==> src/rtl/button_debouncer.sv <==
// ----------------------------------------------------------------------------
// button_debouncer
//   Per-channel debouncer for the DE0 push-buttons/switches. Each raw pad input
//   goes through a two-flop synchroniser. A four-state FSM then accepts a level
//   change only after STABLE_CYCLES consecutive equal synchronised samples.
//   Every output comes from a flop, so there is no combinational path from
//   button_raw to any output.
//
//   Optional feature (macro DEBOUNCER_LONG_PRESS_EN):
//     A per-channel hold counter produces a one-cycle long_press pulse once a
//     debounced high level has been held for LONG_CYCLES cycles. Without the
//     macro the hold counters are not built and long_press is tied to 0.
//
// Ports
//   clk             system clock
//   async_reset     asynchronous reset, active-low
//   button_raw      raw pad inputs, active-high, asynchronous to clk
//   button_level    debounced level per channel
//   button_press    one-cycle pulse on an accepted 0->1 change
//   button_release  one-cycle pulse on an accepted 1->0 change
//   long_press      one-cycle pulse after LONG_CYCLES of held high level
// ----------------------------------------------------------------------------
module button_debouncer #(
    parameter int CHANNELS      = 3,
    parameter int STABLE_CYCLES = 1_000_000,
    parameter int CNT_WIDTH     = 20,
    parameter int LONG_CYCLES   = 25_000_000,
    parameter int LONG_WIDTH    = 25
) (
    input  logic                clk,
    input  logic                async_reset,
    input  logic [CHANNELS-1:0] button_raw,
    output logic [CHANNELS-1:0] button_level,
    output logic [CHANNELS-1:0] button_press,
    output logic [CHANNELS-1:0] button_release,
    output logic [CHANNELS-1:0] long_press
);

    typedef enum logic [1:0] {
        S_LOW    = 2'd0,
        S_CHK_HI = 2'd1,
        S_HIGH   = 2'd2,
        S_CHK_LO = 2'd3
    } state_t;

    localparam logic [CNT_WIDTH-1:0] CNT_ONE  = CNT_WIDTH'(1);
    localparam logic [CNT_WIDTH-1:0] CNT_LAST = CNT_WIDTH'(STABLE_CYCLES - 1);

    // Out-of-range parameters elaborate an extra, clearly named net.
    // The counters would otherwise wrap or never reach their terminal value.
    if ((STABLE_CYCLES < 2) ||
        ((64'd1 << CNT_WIDTH) <= 64'(STABLE_CYCLES)) ||
        ((64'd1 << LONG_WIDTH) <= 64'(LONG_CYCLES))) begin : g_bad_params
        logic bad_params_s;
        assign bad_params_s = 1'b1;
    end

    logic [CHANNELS-1:0]  sync1_r;
    logic [CHANNELS-1:0]  sync2_r;
    state_t               state_r [CHANNELS];
    logic [CNT_WIDTH-1:0] cnt_r   [CHANNELS];
    logic [CHANNELS-1:0]  level_r;
    logic [CHANNELS-1:0]  press_r;
    logic [CHANNELS-1:0]  release_r;

    // Two-flop synchroniser for the asynchronous pad inputs.
    always_ff @(posedge clk or negedge async_reset) begin
        if (!async_reset) begin
            sync1_r <= '0;
            sync2_r <= '0;
        end else begin
            sync1_r <= button_raw;
            sync2_r <= sync1_r;
        end
    end

    // Per-channel debounce FSM with registered level and pulse outputs.
    always_ff @(posedge clk or negedge async_reset) begin
        if (!async_reset) begin
            level_r   <= '0;
            press_r   <= '0;
            release_r <= '0;
            for (int i = 0; i < CHANNELS; i++) begin
                state_r[i] <= S_LOW;
                cnt_r[i]   <= '0;
            end
        end else begin
            for (int i = 0; i < CHANNELS; i++) begin
                press_r[i]   <= 1'b0;
                release_r[i] <= 1'b0;
                case (state_r[i])
                    S_LOW: begin
                        if (sync2_r[i]) begin
                            state_r[i] <= S_CHK_HI;
                            cnt_r[i]   <= CNT_ONE;
                        end else begin
                            cnt_r[i]   <= '0;
                        end
                    end
                    S_CHK_HI: begin
                        if (!sync2_r[i]) begin
                            // Bounce: drop back silently.
                            state_r[i] <= S_LOW;
                            cnt_r[i]   <= '0;
                        end else if (cnt_r[i] == CNT_LAST) begin
                            state_r[i] <= S_HIGH;
                            cnt_r[i]   <= '0;
                            level_r[i] <= 1'b1;
                            press_r[i] <= 1'b1;
                        end else begin
                            cnt_r[i]   <= cnt_r[i] + CNT_ONE;
                        end
                    end
                    S_HIGH: begin
                        if (!sync2_r[i]) begin
                            state_r[i] <= S_CHK_LO;
                            cnt_r[i]   <= CNT_ONE;
                        end else begin
                            cnt_r[i]   <= '0;
                        end
                    end
                    S_CHK_LO: begin
                        if (sync2_r[i]) begin
                            state_r[i] <= S_HIGH;
                            cnt_r[i]   <= '0;
                        end else if (cnt_r[i] == CNT_LAST) begin
                            state_r[i]   <= S_LOW;
                            cnt_r[i]     <= '0;
                            level_r[i]   <= 1'b0;
                            release_r[i] <= 1'b1;
                        end else begin
                            cnt_r[i]     <= cnt_r[i] + CNT_ONE;
                        end
                    end
                    default: begin
                        state_r[i] <= S_LOW;
                        cnt_r[i]   <= '0;
                        level_r[i] <= 1'b0;
                    end
                endcase
            end
        end
    end

    assign button_level   = level_r;
    assign button_press   = press_r;
    assign button_release = release_r;

`ifdef DEBOUNCER_LONG_PRESS_EN
    localparam logic [LONG_WIDTH-1:0] HOLD_ONE  = LONG_WIDTH'(1);
    localparam logic [LONG_WIDTH-1:0] HOLD_LAST = LONG_WIDTH'(LONG_CYCLES - 1);
    localparam logic [LONG_WIDTH-1:0] HOLD_MAX  = LONG_WIDTH'(LONG_CYCLES);

    logic [LONG_WIDTH-1:0] hold_r [CHANNELS];
    logic [CHANNELS-1:0]   long_r;

    // Hold counter: cleared on the way into S_HIGH; counts in S_HIGH and S_CHK_LO.
    // It is cleared in S_CHK_HI, so a release bounce back to S_HIGH keeps the count.
    always_ff @(posedge clk or negedge async_reset) begin
        if (!async_reset) begin
            long_r <= '0;
            for (int i = 0; i < CHANNELS; i++) begin
                hold_r[i] <= '0;
            end
        end else begin
            for (int i = 0; i < CHANNELS; i++) begin
                long_r[i] <= 1'b0;
                case (state_r[i])
                    S_CHK_HI: begin
                        hold_r[i] <= '0;
                    end
                    S_HIGH, S_CHK_LO: begin
                        if (hold_r[i] == HOLD_LAST) begin
                            long_r[i] <= 1'b1;
                        end else begin
                            long_r[i] <= 1'b0;
                        end
                        // Saturating counter, so the pulse cannot repeat.
                        if (hold_r[i] != HOLD_MAX) begin
                            hold_r[i] <= hold_r[i] + HOLD_ONE;
                        end else begin
                            hold_r[i] <= hold_r[i];
                        end
                    end
                    default: begin
                        hold_r[i] <= hold_r[i];
                    end
                endcase
            end
        end
    end

    assign long_press = long_r;
`else
    assign long_press = '0;
`endif

endmodule

==> config.mk <==
export PLATFORM = sky130hd
export DESIGN_NAME = button_debouncer
export DESIGN_NICKNAME = d
export VERILOG_FILES = /design/src/rtl/button_debouncer.sv
export SDC_FILE = /design/constraint.sdc
export NUM_CORES = 1
export LEC_CHECK = 0
export BUFFER_PORTS_ARGS = -buffer_cell sky130_fd_sc_hd__buf_2
export CORE_MARGIN = 10
export CORE_UTILIZATION = 55
export CTS_BUF_LIST = sky130_fd_sc_hd__clkbuf_8
export DETAILED_ROUTE_END_ITERATION = 16
export GPL_TIMING_DRIVEN = 0
export PLACE_DENSITY_LB_ADDON = 0.15
export SLEW_MARGIN = 5
export SYNTH_ARGS = -nofsm -noshare
export SYNTH_HDL_FRONTEND = slang
export SYNTH_SLANG_ARGS = --single-unit
==> constraint.sdc <==
create_clock -name clk -period 2.75 [get_ports clk]
set_clock_uncertainty 0.2 [all_clocks]
set_input_delay 0.6875 -clock clk [delete_from_list [all_inputs] [get_ports clk]]
set_output_delay 0.6875 -clock clk [all_outputs]
set_load 0.005 [all_outputs]
# == Word level (Yosys, flattened, before mapping) ==
# Cells that the tools add are included.
# totals
regBits,81
output_inout_bits,12
# op_classes
n_addsub,3
n_eq_ne,36
n_mux,69
reduce_logical,12
# ops
cell,count
one-hot mux 20 bit (4 select lines),3
2-to-1 mux 20 bit,9
"adder 20 x 1 -> 20 bit, second input constant",3
"== test 20 bit, second input constant",3
2-to-1 mux 2 bit,18
"inequality test 2 bit, second input constant",18
2-to-1 mux 1 bit,33
one-hot mux 2 bit (4 select lines),3
"inequality test 3 bit, second input constant",6
AND reduction 5 bit,3
"== test 2 bit, second input constant",6
AND reduction 4 bit,3
"== test 2 x 1 -> 1 bit, second input constant",3
logical NOT 2 bit,3
one-hot mux 1 bit (2 select lines),3
nonzero test 2 bit,3

# == Logic depth before layout (Yosys ltp) ==
# logic_depth
ltp_word,4
depth_mapped,9
mapped_depth_nobuf,5

# == Least setup slack after synthesis ==
# OpenSTA, ideal clock, no wires.
# synth_path
path_type,register to register
start,reg cnt_r[40] (netlist name)
end,reg cnt_r[42] (netlist name)
setup_time_ns,0.071
t_arrival_ns,2.010
required_time_ns,2.479
slack_ns,0.469
stages_incl_launch_ff,10
path_buffers,4
period_less_slack_ns,2.281
path_cell_list,dfrtp_1 ha_1 and3_1 clkbuf_1 and3_1 clkbuf_1 a311o_1 buf_2 buf_2 nor2_1
# synth_via
elab_chain_cells,4
elab_cells_between_ends,6
# synth_rtl
item,line_no,rtl
"start, declared",61,logic [CNT_WIDTH-1:0] cnt_r [CHANNELS];
"start signal, assigned by index",111,cnt_r[i] <= cnt_r[i] + CNT_ONE;
"start signal, assigned by index",132,cnt_r[i] <= cnt_r[i] + CNT_ONE;
adder 20 x 1 -> 20 bit or == test 20 bit (tied branches),--,
2-to-1 mux 20 bit *,"105, 126",
"2-to-1 mux 20 bit, on equally long branches","123, 101",
one-hot mux 20 bit (4 select lines) *,91,case (state_r[i])
# Mark *: on every way between the ends. The rest lies on a longest branch, timed or not.
# A chain may end at the register's enable or synchronous reset.

# == Worst setup path after layout ==
# layout_path
start,reg cnt_r[40] (netlist name)
end,reg cnt_r[47] (netlist name)
# Same word-level chain as after synthesis.

==> results.tsv <==
stage	metric	value	unit
pwr	ir_worst_vdd	0.3144	mV
pwr	p_total	2.373	mW
final_layout	antenna_cells	0	
global_routing	met3_usage	0.03721	
critical_path	cp_num_buf_inv	4	
global_routing	grt_use_met2	0.2359	
route	wl_per_cell	14.05	um
synth	async_flop_share	1.000	
synth	synth_most_common_cell	dfrtp_1	
route	dr.pass1.iters	5	
synth	synth-edff-count	0	
sta	min_period	2.559	ns
critical_path	rrSetupSlack	0.19	ns
global_routing	grt_use_met1	0.1908	
global_routing	antenna_found_initial	0	
synth	seq_area_frac_synth	0.5294	
pwr	power.leakage	1.805	nW
floorplan	num_rows	30	
critical_path	critPathMaxFanout	10	
sta	finalCritPeriodShare	0.9305	
route	vias_per_cell	5.536	
final_layout	final_cells	506	
route	drt_iter0_drc	118	
run	maxCapViolCount	0	
route	routed_wl	7109	um
floorplan	pin_count	17	
cts	cts.clk_slew.worst_paths	0.09	ns
global_routing	grt_remaining_overflow	0	
cts	root_buffer	clkbuf_8	
synth	yosysUniqueCellTypes	42	
floorplan	die_height	103.4	um
final_layout	drive_gt1_frac	0.1073	
critical_path	timing.critical_path.to_type	register	
final_layout	nets	413	
sta	tightest_slew	0.8097	ns
final_layout	final_util	0.6328	
critical_path	crit_family	buffers and inverters	
global_routing	grt_max_degree	46	
critical_path	setup.worst_path.start_class	register	
placement	io_buffer_count	13	
global_routing	grt_pass1_vias	2711	
placement	gp_congestion	0.7956	
cts	insertion_delay	0.36	ns
sta	fin_tns_setup	0	ns
synth	ys_warn_count	0	
placement	dp_hpwl	5012	um
critical_path	cp_data_required_time	2.84	ns
critical_path	slowest_stage	dfrtp_1	
floorplan	start_util	0.5635	
sta	hold_viol	0	
sta	final_max_slew_viol_count	0	
final_layout	synthToLayoutAreaGrowth	12.29	%
synth	synth_top_area_frac	0.5294	
cts	htreeDepth	3	
placement	dp_cells	491	
synth	synth.area.top_cells	dfrtp_1 (53%), xnor2_1 (4.6%), xor2_1 (4.6%)	
synth	synth_area	0.003829	sq mm
route	final_antenna_net_count	0	
global_routing	grtUsageTotal	0.1498	
critical_path	arrival	2.65	ns
route	drc	0	
synth	synth_top_area_cell	dfrtp_1	
global_routing	grt_pass1_wl	12700	um
sta	rsz0062_at_grt	false	
synth	synthCells	379	
global_routing	busiest_layer	met2	
synth	synth_seq_cells	81	
cts	clockBufferDepth	2	
cts	ctsResizeCount	0	
critical_path	criticalPathCategory	register to register	
floorplan	dieWidth	103.4	um
critical_path	slowest_delay	0.42	ns
floorplan	core_area	0.006794	sq mm
route	vias	2801	
floorplan	die-area	0.01070	sq mm
synth	syn_area_per_cell	10.10	sq um
outcome	outcome	completed	
synth	synth.top_cells.by_count	dfrtp_1 (81), nor2_1 (45), nand3_1 (23)	
sta	setup_viol	0	
cts	cts_tree	done	
cts	numCtsBuffers	9	
hold_path	hold_path.class	primary input to async pin	
pwr	power_density	551.9	mW/mm^2
cts	cts_sinks	81	
synth	ys.flop_type	dfrtp_1	
critical_path	cp_cell_sequence	ha_1 -> and3_1 -> clkbuf_1 -> and3_1 -> clkbuf_1 -> a311o_1 -> buf_2 -> buf_2 -> nor2_1	
sta	fmax	390.8	MHz
sta	relSlewSlack	0.4552	
## worst paths after layout
path / startpoint / to / cells past startpoint
max: cnt_r[40] / cnt_r[47] / 9
min: async_reset / cnt_r[54] / 1
max reg2reg: cnt_r[40] / cnt_r[47] / 9
min reg2reg: sync1_r[0] / sync2_r[0] / 0
max in group asynchronous: async_reset / cnt_r[20] / 2
min in group clk: sync1_r[0] / sync2_r[0] / 0
## worst register-to-register path: cells and delay by family (launching register included)
kind                     cells  cell delay (ns)
adder cells (fa/ha/maj)      1             0.24
buffers and inverters        4             0.73
AO/OA/AOI/OAI                1             0.37
AND/OR/NAND/NOR              3             0.54
flip-flops                   1             0.42
## layout make-up
type                            instances  area [sq um]
Buffer                                 17         81.33
Clock buffer                           10         137.6
Clock inverter                          6         113.9
Fill cell                             555          2495
Inverter                               16         60.06
Multi-Input combinational cell        266          1664
Sequential cell                        81          2027
Tap cell                               96         120.1
Timing Repair Buffer                   14         95.09
## layout by cell type, fill, tap and decap left out, types with 11 or more instances in the layout
master | netlist | final
and3_1 | 11 | 11
inv_1 | 16 | 16
nand4_1 | 14 | 14
nor2_1 | 45 | 45
nand2_1 | 19 | 19
xor2_1 | 20 | 20
buf_2 | 5 | 17
xnor2_1 | 20 | 20
dfrtp_1 | 81 | 81
nand3_1 | 23 | 23
a21oi_1 | 20 | 20
o21ai_0 | 11 | 11
## state kept, by name, indices dropped and copies added, names as in the netlist, named ones only
name            flops
cnt_r              60
button_press        3
sync2_r             3
state_r             3
sync1_r             3
button_release      3
button_level        3
## power breakdown
group          leakage (nW)  internal (mW)  switching, mW
Combinational         0.581         0.0232         0.0499
Clock                 0.119          0.631          0.455
Sequential             1.10           1.20         0.0120
## what timing repair did
action,CTS,global route
hold buffers,0,0
buffers inserted,0,0
endpoints found under the setup margin,0,10
## metrics by stage
stage	instance area (sq um)	hold slack, ns	setup WS [ns]
floorplan	3836	0.1312	0.4689
global placement	4021	0.1328	0.1714
detailed placement	4051	0.1355	0.1426
CTS	4303	0.09817	0.1239
global route	4299	0.1050	0.006549
finish	4299	0.08917	0.1912
## cell families (layout without fill, tap and decap cells)
| family | count (synthesis) | after routing | share of synthesized area |
|---|---|---|---|
| xor gates and xnor gates | 40 | 40 | 0.09150 |
| DFF | 81 | 81 | 0.5294 |
| and+or+nand+nor | 165 | 165 | 0.2376 |
| buffers and inverters | 34 | 63 | 0.03791 |
| AOI/OAI and AO/OA | 53 | 53 | 0.08693 |
| muxes | 2 | 2 | 0.005882 |
| adders and majority gates | 3 | 3 | 0.009805 |
| other | 1 | 3 | 0.0009795 |
## metal layers
layer / vias to the layer above / wire, um
met5: - / 0
met4: 0 / 105
met3: 9 / 206
met2: 31 / 3422
met1: 1362 / 3374
li1: 1399 / -
No activity file was read; power rests on OpenSTA's default activity.
